`src/rtl/cpu_mem_pkg.sv`:
```
// Shared definitions for the unified instruction/data block-RAM path:
// port identifiers, default geometry and the read-response tag.
package cpu_mem_pkg;

    localparam int DATA_W     = 32;
    localparam int WORDS_LOG2 = 18;

    localparam logic PORT_I = 1'b0;
    localparam logic PORT_D = 1'b1;

    typedef struct packed {
        logic valid;
        logic port;
    } rsp_tag_t;

endpackage

```
`src/rtl/arb2.sv`:
```
// Two-requester grant logic for the block-RAM port: D-over-I fixed priority,
// or two-way round-robin when BRAM_ARB_RR_EN is defined.
module arb2 (
    input  logic clk,
    input  logic rst,
    input  logic i_req_i,
    input  logic i_req_d,
    output logic o_gnt_i,
    output logic o_gnt_d
);
    import cpu_mem_pkg::*;

    logic w_d_wins;

`ifdef BRAM_ARB_RR_EN
    logic r_last;

    // Remembers the most recent winner; starts at I so D takes the first conflict.
    always_ff @(posedge clk) begin
        if (rst) begin
            r_last <= PORT_I;
        end else if (o_gnt_d) begin
            r_last <= PORT_D;
        end else if (o_gnt_i) begin
            r_last <= PORT_I;
        end
    end

    assign w_d_wins = i_req_d && (!i_req_i || (r_last == PORT_I));
`else
    logic w_unused;

    assign w_unused = clk;
    assign w_d_wins = i_req_d;
`endif

    // NOTE: grants are gated by rst directly; a synchronous reset would otherwise
    // let a request through during the first reset cycle.
    assign o_gnt_d = !rst && w_d_wins;
    assign o_gnt_i = !rst && i_req_i && !w_d_wins;

endmodule

```
`src/rtl/bram_arbiter.sv`:
```
// Shares one single-port block RAM between instruction fetch (I) and load/store (D).
// Optional round-robin arbitration is enabled with the BRAM_ARB_RR_EN macro.
module bram_arbiter #(
    parameter int WORDS_LOG2 = cpu_mem_pkg::WORDS_LOG2,
    parameter int DATA_W     = cpu_mem_pkg::DATA_W
) (
    input  logic              clk,
    input  logic              rst,
    input  logic              i_req,
    input  logic [31:0]       i_addr,
    output logic              i_gnt,
    output logic              i_rvalid,
    output logic [DATA_W-1:0] i_rdata,
    input  logic              d_req,
    input  logic              d_we,
    input  logic [31:0]       d_addr,
    input  logic [DATA_W-1:0] d_wdata,
    output logic              d_gnt,
    output logic              d_rvalid,
    output logic [DATA_W-1:0] d_rdata,
    output logic              mem_en,
    output logic              mem_we,
    output logic              mem_rst,
    output logic [31:0]       mem_addr,
    output logic [DATA_W-1:0] mem_di,
    input  logic [DATA_W-1:0] mem_dout,
    output logic              err_misalign,
    output logic              err_range
);
    import cpu_mem_pkg::*;

    localparam logic [31:0] ADDR_MASK = 32'((64'd1 << (WORDS_LOG2 + 2)) - 64'd1);

    logic              w_gnt_i;
    logic              w_gnt_d;
    logic              w_any;
    logic              w_out_of_range;
    logic [31:0]       w_sel_addr;
    logic [31:0]       r_addr_hold;
    logic [DATA_W-1:0] r_di_hold;
    rsp_tag_t          r_tag;
    logic              r_err_misalign;
    logic              r_err_range;

    arb2 u_arb2 (
        .clk     (clk),
        .rst     (rst),
        .i_req_i (i_req),
        .i_req_d (d_req),
        .o_gnt_i (w_gnt_i),
        .o_gnt_d (w_gnt_d)
    );

    assign i_gnt          = w_gnt_i;
    assign d_gnt          = w_gnt_d;
    assign w_any          = w_gnt_i || w_gnt_d;
    assign w_sel_addr     = w_gnt_d ? d_addr : i_addr;
    assign w_out_of_range = (w_sel_addr & ~ADDR_MASK) != 32'd0;

    // Idle cycles replay the last address/data so the RAM pins stay quiet.
    assign mem_en   = w_any;
    assign mem_we   = w_gnt_d && d_we;
    assign mem_rst  = rst;
    assign mem_addr = w_any ? (w_sel_addr & ADDR_MASK & 32'hFFFF_FFFC) : r_addr_hold;
    assign mem_di   = w_any ? d_wdata : r_di_hold;

    always_ff @(posedge clk) begin
        if (rst) begin
            r_tag          <= '0;
            r_addr_hold    <= '0;
            r_di_hold      <= '0;
            r_err_misalign <= 1'b0;
            r_err_range    <= 1'b0;
        end else begin
            r_tag <= w_any ? '{valid: 1'b1, port: (w_gnt_d ? PORT_D : PORT_I)} : '0;
            if (w_any) begin
                r_addr_hold <= mem_addr;
                r_di_hold   <= mem_di;
            end
            if (w_gnt_d && (d_addr[1:0] != 2'b00)) begin
                r_err_misalign <= 1'b1;
            end
            if (w_any && w_out_of_range) begin
                r_err_range <= 1'b1;
            end
        end
    end

    assign i_rvalid     = !rst && r_tag.valid && (r_tag.port == PORT_I);
    assign d_rvalid     = !rst && r_tag.valid && (r_tag.port == PORT_D);
    assign i_rdata      = mem_dout;
    assign d_rdata      = mem_dout;
    assign err_misalign = r_err_misalign;
    assign err_range    = r_err_range;

endmodule

```
`config.mk`:
```
export PLATFORM = sky130hd
export DESIGN_NAME = bram_arbiter
export DESIGN_NICKNAME = d
export VERILOG_FILES = /design/src/rtl/cpu_mem_pkg.sv /design/src/rtl/arb2.sv /design/src/rtl/bram_arbiter.sv
export SDC_FILE = /design/constraint.sdc
export NUM_CORES = 1
export LEC_CHECK = 0
export CAP_MARGIN = 40
export CORE_ASPECT_RATIO = 0.6
export CORE_UTILIZATION = 36
export DETAILED_ROUTE_END_ITERATION = 6
export GPL_ROUTABILITY_DRIVEN = 0
export GPL_TIMING_DRIVEN = 1
export MAX_ROUTING_LAYER = met4
export PLACE_DENSITY_LB_ADDON = 0.08
export SKIP_LAST_GASP = 1
export SLEW_MARGIN = 15
export SYNTH_ARGS = -nofsm -noshare
export SYNTH_HDL_FRONTEND = slang
export SYNTH_SLANG_ARGS = --single-unit
```
`constraint.sdc`:
```
create_clock -name clk -period 3.6 [get_ports clk]
set_input_delay 0.72 -clock clk [delete_from_list [all_inputs] [get_ports clk]]
set_output_delay 0.72 -clock clk [all_outputs]
set_load 0.05 [all_outputs]
```
==> impl_metrics.py, run 1 <==
metrics = {
    "finish": {
        "nets": 578,
        "area_growth_pct": 58.1,
        "fin_util": 0.601,
        "n_fill_cell": 747,
        "num_antenna_cells": 0,
        "layout-drive-gt1-share": 0.292,
    },
    "worst_setup_path": {
        "end_kind": "output port",
        "r2r_start": "r_di_hold[0]$_SDFFE_PP0N_",
        "reg2reg_slack_ps": 2760,
        "worstPathMaxFanout": 27,
        "cp_data_arrival_time_ps": 2400,
        "cp.required_ps": 2880,
        "criticalPathCategory": "in -> out",
        "worstRegToRegCells": 2,
        "start_kind": "primary input",
        "reg2reg_to": "r_di_hold[0]$_SDFFE_PP0N_",
    },
    "synthesis": {
        "synth_top_cell_area_share": 0.411,
        "ys_top_cells_by_area": "dfxtp_1, buf_4, mux2_2",
        "yosys_warnings": 0,
        "synth-seq-cells": 68,
        "syn_avg_cell_area_um2": 9.72,
        "synthCells": 341,
        "yosys.area.top_type": "dfxtp_1",
        "syn_nets": 474,
        "ys_seq_area_frac": 0.411,
        "syn_area_um2": 3310,
        "synth_cell_type_count": 24,
    },
    "global_routing": {
        "grt_antenna_before_repair": 0,
        "grt_overflow": 0,
        "grt_max_degree": 57,
        "track_usage": 0.185,
        "grt_pass1_wl_um": 13300,
        "grt_pass1_vias": 2521,
    },
    "die": {
        "top_level_ports": 270,
        "rows": 26,
        "die_area_um2": 9600,
        "die_y_um": 76.3,
        "die_w_um": 126,
        "start_util": 0.380,
        "core_area_um2": 8720,
    },
    "clock_network": {
        "path_clk_slew_ps": 50,
        "worstSkewPairLatency_ps": 320,
        "cts_buffers": 9,
        "cts_max_path_buffers": 2,
        "cts.sinks": 68,
        "post_cts.repair.setup_buffers": 0,
        "cts-hold-fix-buffers": 0,
        "cts_tree": "yes",
        "h-tree-depth": 3,
        "cts_resized": 0,
        "root_buffer": "clkbuf_16",
    },
    "sta": {
        "setup_ws_ps": 481,
        "finalCritPeriodShare": 0.866,
        "fin_crit_ps": 3120,
        "clock_skew_ps": 0,
        "fmax_mhz": 321,
        "worst_pin_slew_ps": 497,
        "whs_ps": 461,
        "rsz0062_at_grt": "false",
        "maxSlewViolCount": 0,
        "final-hold-violation-count": 0,
        "finalSetupTns_ps": 0,
        "maxSlewHeadroom": 0.668,
        "final-setup-viol-count": 0,
    },
    "worst_hold_path": {
        "holdPathEnd": "err_misalign$_SDFFE_PP0P_",
        "min_path_type": "reg -> reg",
        "min_from": "err_misalign$_SDFFE_PP0P_",
        "min_path_cells": 2,
    },
    "power_and_ir_drop": {
        "peakVddDrop_mv": 0.237,
        "power.density_nw_per_um2": 442,
        "p_leak_nw": 2.20,
    },
    "run_status": {
        "status": "completed",
    },
    "detailed_routing": {
        "via_count": 2590,
        "routed_wl_um": 8560,
        "routedWlPerCell_um": 15.2,
        "via_per_inst": 4.62,
        "first_pass_iters": 4,
        "drcViolationCount": 0,
        "drt_iter0_drc": 114,
        "ant_nets": 0,
    },
    "run": {
        "maxCapViolCount": 0,
    },
    "place": {
        "portBuffers": 171,
        "dp_hpwl_um": 6320,
        "post-place-ws_ps": 487,
    },
}
critical path, cell delays in order:
cell             delay [ps]
clkdlybuf4s50_1         590
o21ai_2                 110
inv_2                    60
buf_4                   310
mux2_2                  390
buf_4                   190
cells in the final DEF, fill, tap and decap left out, types with 2 or more instances in the layout:
| cell | n |
|---|---|
| mux2i_1 | 18 |
| a211oi_1 | 18 |
| clkdlybuf4s50_1 | 100 |
| buf_4 | 40 |
| and2_1 | 33 |
| mux2_4 | 3 |
| buf_12 | 39 |
| nor2_1 | 18 |
| a21oi_1 | 19 |
| clkbuf_16 | 9 |
| nor2b_1 | 14 |
| and3_1 | 15 |
| mux2_2 | 29 |
| nor4_1 | 6 |
| nand4_1 | 2 |
| clkinv_2 | 3 |
| dfxtp_1 | 68 |
| inv_1 | 4 |
| inv_2 | 2 |
cells by family after synthesis:
kind of cell	share of synthesized area
simple gates	0.159
buf+inv	0.187
compound gates	0.0767
flops	0.411
mux	0.167
how the worst max path moves through the flow:
stage          cells after the start  slack [ps]            to  start
6_report                           6         480    mem_di[23]  d_req
3_3_place_gp                       6         500    mem_di[23]  d_req
5_1_grt                            6         350  mem_addr[16]    rst
3_5_place_dp                       6         490    mem_di[21]  d_req
2_1_floorplan                      5         620  mem_addr[10]    rst
4_1_cts                            6         480  mem_addr[12]    rst
metrics by stage:
stage	total power, W	std cells	cell area [um^2]
after floorplan	0.00137	341	3310
after global placement	0.00148	546	4950
after detailed placement	0.00148	546	4950
after CTS	0.00235	561	5240
after global routing	0.00242	561	5240
final	0.00232	561	5240
where the power goes:
part	internal (W)	leakage (nW)	total (W)	switching, W
combinational	0.000309	1.50	0.000660	0.000351
sequential	0.000793	0.558	0.000802	0.00000921
clock	0.000546	0.144	0.000854	0.000307
flip-flops by register name (all words and copies together), names as in the netlist:
signal and cells:
r_di_hold 32, err_misalign 1, r_tag 2, err_range 1, r_addr_hold 32
routing by layer:
| metal | track usage | part of all wire | vias to the layer above |
|---|---|---|---|
| met1 | 0.190 | 0.39 | 1136 |
| met2 | 0.323 | 0.50 | 139 |
| li1 | - | - | 1302 |
| met5 | - | 0 | - |
| met3 | 0.0772 | 0.095 | 13 |
| met4 | 0.0542 | 0.014 | 0 |
synth_stat cells (all sizes together):
| library cell | count |
|---|---|
| o21ai | 2 |
| a211oi | 18 |
| nor4 | 6 |
| nand4 | 2 |
| a21oi | 19 |
| nor2 | 18 |
| buf | 74 |
| mux2 | 32 |
| a32o | 1 |
| nor3b | 2 |
| and2 | 33 |
| nand2b | 1 |
| and3 | 15 |
| clkbuf | 12 |
| inv | 6 |
| nor2b | 14 |
| mux2i | 18 |
| dfxtp | 68 |
final cells by class:
| class | count | area (um^2) | share of cell area |
|---|---|---|---|
| multi-input cells | 181 | 1340 | 0.256 |
| clock inverters | 5 | 52.6 | 0.0100 |
| clock buffers | 10 | 239 | 0.0456 |
| repair buffers | 179 | 2080 | 0.398 |
| inverters | 6 | 22.5 | 0.00430 |
| well taps | 112 | 140 | 0.0268 |
| flip-flops and latches | 68 | 1360 | 0.260 |
Note: power is estimated with default switching activity, not from simulation.
==> run 2: changes to the inputs <==
- CORE_MARGIN: not set -> 4
==> run 2 against run 1 <==
Die area grew 13%. Highest routed layer unchanged. Largest power group unchanged. Total power increased by 0.94%. Utilization rose by 0.20 points. Combinational power barely moved. Final cell count unchanged. Critical path depth unchanged. Setup slack better by 35 ps. Clock power increased by 2%.
==> impl_metrics.py, run 2 (same netlist as run 1, synthesis figures left out) <==
metrics = {
    "clock_network": {
        "cts_resized": 0,
        "cts-hold-fix-buffers": 0,
        "worstSkewPairLatency_ps": 320,
        "post_cts.repair.setup_buffers": 0,
        "root_buffer": "clkbuf_16",
        "cts_max_path_buffers": 2,
        "path_clk_slew_ps": 50,
        "cts_tree": "yes",
        "h-tree-depth": 3,
        "cts_buffers": 9,
        "cts.sinks": 68,
    },
    "sta": {
        "finalSetupTns_ps": 0,
        "maxSlewHeadroom": 0.668,
        "finalCritPeriodShare": 0.856,
        "final-setup-viol-count": 0,
        "rsz0062_at_grt": "false",
        "setup_ws_ps": 517,
        "fmax_mhz": 324,
        "fin_crit_ps": 3080,
        "final-hold-violation-count": 0,
        "clock_skew_ps": 0,
        "worst_pin_slew_ps": 497,
        "maxSlewViolCount": 0,
    },
    "finish": {
        "num_antenna_cells": 0,
        "layout-drive-gt1-share": 0.290,
        "multi_input_area_um2": 1340,
        "final_cell_mix": "clkdlybuf4s50_1, dfxtp_1, buf_12",
        "largestRegisters": "r_addr_hold: 32 flops, r_di_hold: 32 flops, r_tag: 2 flops",
        "area_growth_pct": 58.6,
        "n_fill_cell": 724,
        "seq_area_um2": 1360,
        "final_common_cell": "clkdlybuf4s50_1",
        "nets": 577,
    },
    "global_routing": {
        "grt_overflow": 0,
        "grt_max_degree": 58,
        "track_usage": 0.165,
        "grt_pass1_wl_um": 13800,
        "grt_pass1_vias": 2649,
        "grt_antenna_before_repair": 0,
    },
    "worst_setup_path": {
        "cp-startpoint": "d_req",
        "end_kind": "output port",
        "cp_data_arrival_time_ps": 2360,
        "criticalPathCategory": "in -> out",
        "cp.required_ps": 2880,
        "r2r_start": "r_di_hold[31]$_SDFFE_PP0N_",
        "worstRegToRegCells": 2,
        "worstPathMaxFanout": 48,
        "start_kind": "primary input",
    },
    "power_and_ir_drop": {
        "power.density_nw_per_um2": 445,
        "p_leak_nw": 2.20,
        "peakVddDrop_mv": 0.278,
    },
    "detailed_routing": {
        "routedWlPerCell_um": 15.6,
        "first_pass_iters": 4,
        "routed_wl_um": 8730,
        "via_per_inst": 4.67,
        "drt_iter0_drc": 59,
        "via_count": 2618,
        "ant_nets": 0,
        "drcViolationCount": 0,
    },
    "die": {
        "rows": 26,
        "core_area_um2": 8720,
        "die_area_um2": 10900,
        "die_y_um": 82.3,
        "die_w_um": 132,
        "start_util": 0.380,
        "top_level_ports": 270,
    },
    "place": {
        "dp_hpwl_um": 6660,
        "post-place-ws_ps": 502,
        "portBuffers": 171,
    },
    "worst_hold_path": {
        "min_path_cells": 2,
        "min_path_type": "reg -> reg",
        "min_from": "err_misalign$_SDFFE_PP0P_",
    },
    "run_status": {
        "status": "completed",
    },
    "run": {
        "maxCapViolCount": 0,
    },
}
-- run 2: path summary, 6_finish.rpt --
check | endpoint | slack (ps)
max reg2reg | r_di_hold[31]$_SDFFE_PP0N_ | 2760
min reg2reg | err_misalign$_SDFFE_PP0P_ | 450
max | mem_di[28] | 520
min | err_misalign$_SDFFE_PP0P_ | 450
-- run 2: layout make-up --
cell class                 instances  share of cell area
clock buffer                      12              0.0488
clock inverter                     4             0.00905
inverter                           6             0.00429
multi-input combinational        181               0.255
sequential                        68               0.259
tap                              112              0.0267
timing repair buffer             178               0.397
-- run 2: critical path: stages --
cell and delay (ps):
clkdlybuf4s50_1 600, o21ai_2 110, inv_2 70, buf_12 250, mux2_2 390, buf_4 190
-- run 2: metrics by stage --
step | total power [W] | utilization | hold WS, ps | area [um^2] | std cells
floorplan | 0.00137 | - | 444 | 3310 | 341
global placement | 0.00148 | 0.568 | 436 | 4950 | 545
detailed placement | 0.00149 | 0.568 | 441 | 4950 | 545
CTS | 0.00238 | 0.603 | 448 | 5260 | 561
global route | 0.00244 | 0.603 | 468 | 5260 | 561
finish | 0.00234 | 0.603 | 448 | 5260 | 561
-- run 2: power by group --
group	internal (W)	total [W]	switching, W
registers	0.000793	0.000803	0.00000960
clock network	0.000571	0.000874	0.000303
logic	0.000310	0.000661	0.000351
total	0.00167	0.00234	0.000664
-- run 2: layer usage --
layer | part of all wire | global-route usage
met1 | 0.41 | 0.185
met2 | 0.47 | 0.264
met3 | 0.10 | 0.0841
met4 | 0.0094 | 0.0472
met5 | 0 | -
==> run 3: changes to the inputs <==
- CAP_MARGIN: 40 -> 25
==> results of run 3 <==
Same layout as run 2: the final DEF is identical, and so are final timing and power.
